**config.mk**
```make
export PLATFORM = sky130hd
export DESIGN_NAME = ssd_scan_ctrl
export DESIGN_NICKNAME = d
export VERILOG_FILES = /design/src/rtl/ssd_scan_ctrl.sv
export SDC_FILE = /design/constraint.sdc
export NUM_CORES = 1
export LEC_CHECK = 0
export CORE_AREA = 2 2 53 105
export CTS_BUF_LIST = sky130_fd_sc_hd__clkbuf_4
export DETAILED_ROUTE_END_ITERATION = 16
export DIE_AREA = 0 0 55 107
export PLACE_DENSITY = 0.72
export RECOVER_POWER = 50
export SETUP_SLACK_MARGIN = 0.2
export SLEW_MARGIN = 10
export SYNTH_ARGS = -nofsm -noshare
export SYNTH_HDL_FRONTEND = slang
export SYNTH_SLANG_ARGS = --single-unit
```
**constraint.sdc**
```tcl
create_clock -name clk -period 2 [get_ports clk]
set_input_delay 0.5 -clock clk [delete_from_list [all_inputs] [get_ports clk]]
set_output_delay 0.5 -clock clk [all_outputs]
set_load 0.02 [all_outputs]
```
**src/rtl/ssd_scan_ctrl.sv**
```systemverilog
// Four-digit time-multiplexed seven-segment scan driver (common anode, active-low).
// Captures digit data into shadow registers on load and scans them tear-free.
module ssd_scan_ctrl #(
    parameter int unsigned REFRESH_CNT = 100000
) (
    input  logic        clk,
    input  logic        rst_n,
    input  logic [15:0] value,
    input  logic        load,
    input  logic [3:0]  dp,
    input  logic        lzb,
    output logic [3:0]  ssd_ctl,
    output logic [7:0]  segs
);

    localparam int unsigned CW = (REFRESH_CNT > 1) ? $clog2(REFRESH_CNT) : 1;
    localparam logic [CW-1:0] CNT_MAX = CW'(REFRESH_CNT - 1);

    logic [15:0]   sh_value_q, sh_value_d;
    logic [3:0]    sh_dp_q, sh_dp_d;
    logic          sh_lzb_q, sh_lzb_d;
    logic [CW-1:0] cnt_q, cnt_d;
    logic [1:0]    idx_q, idx_d;
    logic [3:0]    ssd_ctl_q, ssd_ctl_d;
    logic [7:0]    segs_q, segs_d;

    logic [3:0]    nib;
    logic [6:0]    seg7;
    logic          blank;

    always_comb begin
        sh_value_d = sh_value_q;
        sh_dp_d    = sh_dp_q;
        sh_lzb_d   = sh_lzb_q;
        if (load) begin
            sh_value_d = value;
            sh_dp_d    = dp;
            sh_lzb_d   = lzb;
        end

        cnt_d = cnt_q + 1'b1;
        idx_d = idx_q;
        if (cnt_q == CNT_MAX) begin
            cnt_d = '0;
            idx_d = idx_q + 2'd1;
        end

        // A digit blanks only when it and every more-significant digit are zero.
        nib   = 4'h0;
        blank = 1'b0;
        case (idx_q)
            2'd0: nib = sh_value_q[3:0];
            2'd1: begin nib = sh_value_q[7:4];   blank = sh_lzb_q && (sh_value_q[15:4] == '0); end
            2'd2: begin nib = sh_value_q[11:8];  blank = sh_lzb_q && (sh_value_q[15:8] == '0); end
            default: begin nib = sh_value_q[15:12]; blank = sh_lzb_q && (sh_value_q[15:12] == '0); end
        endcase

        case (nib)
            4'h0: seg7 = 7'h40;
            4'h1: seg7 = 7'h79;
            4'h2: seg7 = 7'h24;
            4'h3: seg7 = 7'h30;
            4'h4: seg7 = 7'h19;
            4'h5: seg7 = 7'h12;
            4'h6: seg7 = 7'h02;
            4'h7: seg7 = 7'h78;
            4'h8: seg7 = 7'h00;
            4'h9: seg7 = 7'h10;
            4'hA: seg7 = 7'h08;
            4'hB: seg7 = 7'h03;
            4'hC: seg7 = 7'h46;
            4'hD: seg7 = 7'h21;
            4'hE: seg7 = 7'h06;
            default: seg7 = 7'h0E;
        endcase

        ssd_ctl_d = ~(4'b0001 << idx_q);
        segs_d    = blank ? '1 : {~sh_dp_q[idx_q], seg7};
    end

    always_ff @(posedge clk or negedge rst_n) begin
        if (!rst_n) begin
            sh_value_q <= '0;
            sh_dp_q    <= '0;
            sh_lzb_q   <= 1'b0;
            cnt_q      <= '0;
            idx_q      <= '0;
            ssd_ctl_q  <= '1;
            segs_q     <= '1;
        end else begin
            sh_value_q <= sh_value_d;
            sh_dp_q    <= sh_dp_d;
            sh_lzb_q   <= sh_lzb_d;
            cnt_q      <= cnt_d;
            idx_q      <= idx_d;
            ssd_ctl_q  <= ssd_ctl_d;
            segs_q     <= segs_d;
        end
    end

    assign ssd_ctl = ssd_ctl_q;
    assign segs    = segs_q;

endmodule

```
==> impl_metrics.json, run 1 <==
{
  "status": "finished with violations",
  "violations": "setup timing",
  "path_class": "reg2reg",
  "cts-root-buf": "clkbuf_4",
  "grt_max_degree": 53,
  "tightest_slew_ns": 1.25,
  "fin_skew_ns": 0.00677,
  "ctsLongestPathBuffers": 2,
  "ys_seq_area_share_pct": 52.6,
  "post-place-ws_ns": -0.0944,
  "synth.most_common_cell": "dfrtp_1",
  "portBuffers": 35,
  "maxCapViolCount": 0,
  "post-route-period-util_pct": 104,
  "nFillCells": 425,
  "netlist.area_leader.share_pct": 40.0,
  "drive_above_1_share_pct": 34.1,
  "core-area_mm2": 0.00509,
  "arrival_ns": 2.39,
  "ant_nets": 0,
  "dp_hpwl_um": 4100,
  "h-tree-depth": 2,
  "gr-usage-all-layers_pct": 21.7,
  "insertion_delay_ns": 0.36,
  "syn_area_mm2": 0.00250,
  "grt_setup_unrepaired": "true",
  "wl_per_cell_um": 17.1,
  "ir_worst_vdd_uv": 423,
  "viasPerCell": 5.63,
  "synth_top_cells_by_count": "dfrtp_1 (40), mux2_2 (21), dfstp_2 (12), inv_1 (12), ha_1 (11)",
  "final_util_pct": 63.7,
  "regArea_mm2": 0.00132,
  "cp.required_ns": 2.30,
  "num_rows": 37,
  "vias": 1830,
  "setup-violations-final": 4,
  "io_pins": 36,
  "async_flop_share_pct": 100,
  "min_period_ns": 2.09,
  "path_clk_slew_ns": 0.15,
  "postSynthCellCount": 204,
  "synth.avg_cell_area_um2": 12.3,
  "cts_tree": "done",
  "end_kind": "register",
  "numCtsBuffers": 5,
  "dr.first_iter.drc_count": 46,
  "start_util_pct": 49.1,
  "synth.area.top_cells": "dfrtp_1 (40%), dfstp_2 (13%), mux2_2 (9.5%)",
  "tns_ns": -0.181,
  "dr.pass1.iters": 4,
  "hp-class": "in2async",
  "cp_max_fo": 5,
  "clock_sinks": 52,
  "fin_nets": 301,
  "antenna_cells": 0,
  "maxSlewHeadroom_pct": 17.0,
  "leakage_uw": 0.00138,
  "antenna_found_initial": 0,
  "yosys.area.top_type": "dfrtp_1",
  "p_total_uw": 2150,
  "die_w_um": 55,
  "synthToLayoutAreaGrowth_pct": 29.6,
  "clock.fmax_ghz": 0.479,
  "syn_nets": 239,
  "startpoint_type": "register",
  "slew_violations": 0,
  "dieArea_mm2": 0.00589,
  "multi_input_area_mm2": 0.00120,
  "synth-seq-cells": 52,
  "synth_edf_count": 0,
  "synthFlopType": "dfrtp_1",
  "ys_types": 48,
  "fp.dieH_um": 107,
  "grt_pass1_wl_um": 9120,
  "powerDensity_mw_per_mm2": 662,
  "setup_ws_ns": -0.0889,
  "hold_viol": 0,
  "overflow": 0,
  "grt_pass1_vias": 1959,
  "drc": 0,
  "wirelength_um": 5570,
  "yosys_warnings": 0,
  "gp_congestion": 0.798
}
## cell families (layout without fill, tap and decap cells)
family | count (synthesis) | in the layout | synth area share, %
fa+ha+maj | 11 | 11 | 5.50
xor+xnor | 13 | 13 | 4.55
buf+inv | 17 | 80 | 2.95
simple gates | 50 | 50 | 11.6
compound gates | 34 | 34 | 10.3
mux | 27 | 27 | 12.5
flops | 52 | 52 | 52.6
## registers in the layout, indices dropped and copies added, names as in the netlist
signal	flops
cnt_q	17
sh_value_q	16
segs	8
sh_dp_q	4
ssd_ctl	4
idx_q	2
sh_lzb_q	1
## critical path, cell delays in order (launching register included)
cell      delay [ns]
dfrtp_1         0.44
inv_2           0.09
ha_4            0.18
a222oi_1        0.35
mux2_4          0.26
inv_4           0.05
ha_4            0.16
a211o_1         0.23
o22ai_1         0.16
a22oi_1         0.11
## metal layers
layer / global-route usage (%) / part of all wire, % / vias up
li1: - / - / 863
met1: 21.1 / 34 / 917
met2: 40.7 / 60 / 35
met3: 3.20 / 2.4 / 15
met4: 10.5 / 3.5 / 0
met5: 0 / 0 / -
## layout by cell type, fill, tap and decap left out, types with 3 or more instances in the layout
cell type	instances
nand3_1	7
ha_4	5
nand4_1	3
mux2_2	20
nor2b_1	4
a22oi_1	3
a21oi_1	4
o221ai_1	3
clkdlybuf4s50_1	22
ha_1	3
nand2_1	10
inv_2	4
dfstp_2	12
a211oi_1	3
ha_2	3
dfrtp_1	39
buf_4	23
inv_1	7
xor2_1	6
o211ai_1	3
nor2_1	8
dlygate4sd2_1	10
xnor2_1	7
clkbuf_4	5
mux2i_1	3
a222oi_1	3
## per-stage QoR
stage / std cells / cell area (um2) / hold slack (ns)
6_report: 325 / 3240 / 0.464
5_1_grt: 325 / 3240 / 0.515
4_1_cts: 324 / 3240 / 0.0957
3_5_place_dp: 307 / 3060 / 0.480
3_3_place_gp: 307 / 3060 / 0.466
2_1_floorplan: 204 / 2540 / 0.204
## where the power goes
part / total, uW / switching [uW] / internal, uW
combinational: 385 / 180 / 205
sequential: 1180 / 39.4 / 1140
clock: 583 / 327 / 256
total: 2150 / 546 / 1600
## layout make-up
class	count	share of cell area [%]
multi-input cells	135	37.0
flip-flops and latches	52	40.6
clock buffers	5	1.16
repair buffers	60	16.4
well taps	58	2.24
inverters	12	1.47
clock inverters	3	1.16
## final timing paths
| kind | startpoint | to | slack (ns) | cells after the start |
|---|---|---|---|---|
| setup / recovery | idx_q[0] | segs[0] | -0.09 | 9 |
| hold / removal | rst_n | cnt_q[16] | 0.46 | 2 |
| setup reg to reg | idx_q[0] | segs[0] | -0.09 | 9 |
| hold reg to reg | cnt_q[0] | cnt_q[0] | 0.49 | 1 |
| max in group asynchronous | rst_n | idx_q[1] | 0.72 | 2 |
| min in group clk | cnt_q[0] | cnt_q[0] | 0.49 | 1 |
## what timing repair did
item	CTS	global route
resized for setup	22	7
pin swaps	10	0
hold buffers	0	0
endpoints found under the hold margin	0	0
buffers inserted	9	1
endpoints found under the setup margin	19	11
Note: power is estimated with default switching activity, not from simulation.
==> inputs of run 2 (changes only) <==
CORE_AREA = 2 2 74 76   (was 2 2 53 105)
DIE_AREA = 0 0 76 78   (was 0 0 55 107)
GPL_TIMING_DRIVEN = 0   (was unset)
==> impl_metrics.json, run 2 (synthesis results as in run 1) <==
{
  "ir_worst_vdd_uv": 473,
  "fin_nets": 294,
  "gr-usage-met3_pct": 3.95,
  "grt_pass1_vias": 1756,
  "layout_common_cells": "dfrtp_1 (38), clkdlybuf4s50_1 (22), mux2_2 (20), buf_4 (13)",
  "antenna_found_initial": 0,
  "hold_viol": 0,
  "setup_ws_ns": -0.129,
  "largest_reg_flops": 17,
  "dp_hpwl_um": 3440,
  "maxCapViolCount": 1,
  "postCtsHoldBufs": 0,
  "final_cell_area_mm2": 0.00315,
  "arrival_ns": 2.42,
  "regMostFlops": "cnt_q",
  "tightest_slew_ns": 1.59,
  "ant_nets": 0,
  "end_kind": "register",
  "rr_worst_depth": 8,
  "post-route-period-util_pct": 106,
  "start_util_pct": 49.6,
  "grt_max_degree": 32,
  "h-tree-depth": 2,
  "synthToLayoutAreaGrowth_pct": 26.0,
  "hp-class": "in2async",
  "overflow": 0,
  "fin_skew_ns": 0.0156,
  "fp.dieH_um": 78,
  "core-area_mm2": 0.00504,
  "grt_setup_unrepaired": "true",
  "io_pins": 36,
  "gp_congestion": 0.797,
  "cp_max_fo": 5,
  "clock_sinks": 52,
  "final_util_pct": 62.5,
  "viasPerCell": 5.20,
  "grt_use_met2_pct": 30.5,
  "insertion_delay_ns": 0.37,
  "cts_tree": "done",
  "wl_per_cell_um": 14.6,
  "path_class": "reg2reg",
  "drive_above_1_share_pct": 30.8,
  "placed_area_mm2": 0.00300,
  "dr.first_iter.drc_count": 112,
  "min_period_ns": 2.13,
  "num_rows": 26,
  "post-place-ws_ns": -0.237,
  "clock.fmax_ghz": 0.470,
  "portBuffers": 35,
  "gr-usage-all-layers_pct": 17.8,
  "startpoint_type": "register",
  "powerDensity_mw_per_mm2": 635,
  "maxSlewHeadroom_pct": -6.00,
  "cp.required_ns": 2.29,
  "use_met1_pct": 22.3,
  "status": "finished with violations",
  "setup-violations-final": 3,
  "slew_violations": 32,
  "antenna_cells": 0,
  "ctsLongestPathBuffers": 2,
  "grt-busiest-layer": "met2",
  "drc": 0,
  "numCtsBuffers": 5,
  "wirelength_um": 4810,
  "leakage_uw": 0.00134,
  "dr.pass1.iters": 7,
  "p_total_uw": 2000,
  "final_common_cell": "dfrtp_1",
  "tns_ns": -0.282,
  "path_clk_slew_ns": 0.15,
  "die_w_um": 76,
  "grt_pass1_wl_um": 8330,
  "dieArea_mm2": 0.00593,
  "violations": "capacitance limit, slew limit, setup timing",
  "vias": 1716,
  "cts-root-buf": "clkbuf_4"
}
[run 2: report_power, final]
group	internal [uW]	total [uW]	leakage [uW]	switching, uW
sequential	1140	1170	0.000619	33.0
clock	165	476	0.0000361	311
combinational	183	353	0.000685	170
total	1490	2000	0.00134	514
[run 2: worst max-delay path, cell delays in order (launching register included)]
cell and delay, ns:
dfrtp_2 0.43, inv_2 0.07, ha_2 0.22, a222oi_1 0.39
a21oi_2 0.18, buf_4 0.18, buf_4 0.13, mux2_1 0.30
o211ai_1 0.17
[run 2: layout make-up]
class | instances | area, um2
Clock inverter | 1 | 5.00
Inverter | 12 | 47.5
Tap cell | 70 | 87.6
Fill cell | 424 | 1890
Sequential cell | 52 | 1320
Clock buffer | 7 | 52.6
Multi-Input combinational cell | 135 | 1190
Buffer | 5 | 31.3
Timing Repair Buffer | 48 | 424
[run 2: routing by layer]
metal / share of wire [%] / wire length (um)
met5: 0 / 0
met2: 49 / 2350
met3: 2.8 / 134
met1: 48 / 2290
met4: 0.71 / 34
[run 2: metrics by stage]
stage          hold slack [ns]  cells
2_1_floorplan            0.204    204
3_3_place_gp             0.480    309
3_5_place_dp             0.482    310
4_1_cts                  0.170    329
5_1_grt                  0.531    330
6_report                 0.501    330
[run 2: worst paths after layout]
| path | from | to | slack [ns] |
|---|---|---|---|
| setup / recovery | idx_q[0] | segs[1] | -0.13 |
| hold / removal | rst_n | sh_dp_q[1] | 0.50 |
| setup reg to reg | idx_q[0] | segs[1] | -0.13 |
| hold reg to reg | cnt_q[8] | cnt_q[8] | 0.52 |
| max in group asynchronous | rst_n | segs[6] | 0.20 |
| min in group clk | cnt_q[8] | cnt_q[8] | 0.52 |
[run 2: timing repair]
| action | 4_1_cts | 5_1_grt |
|---|---|---|
| setup buffers | 11 | 1 |
| setup endpoints to repair | 20 | 9 |
| gates resized for setup | 19 | 5 |
| pin swaps | 7 | 4 |
| endpoints found under the hold margin | 0 | 0 |
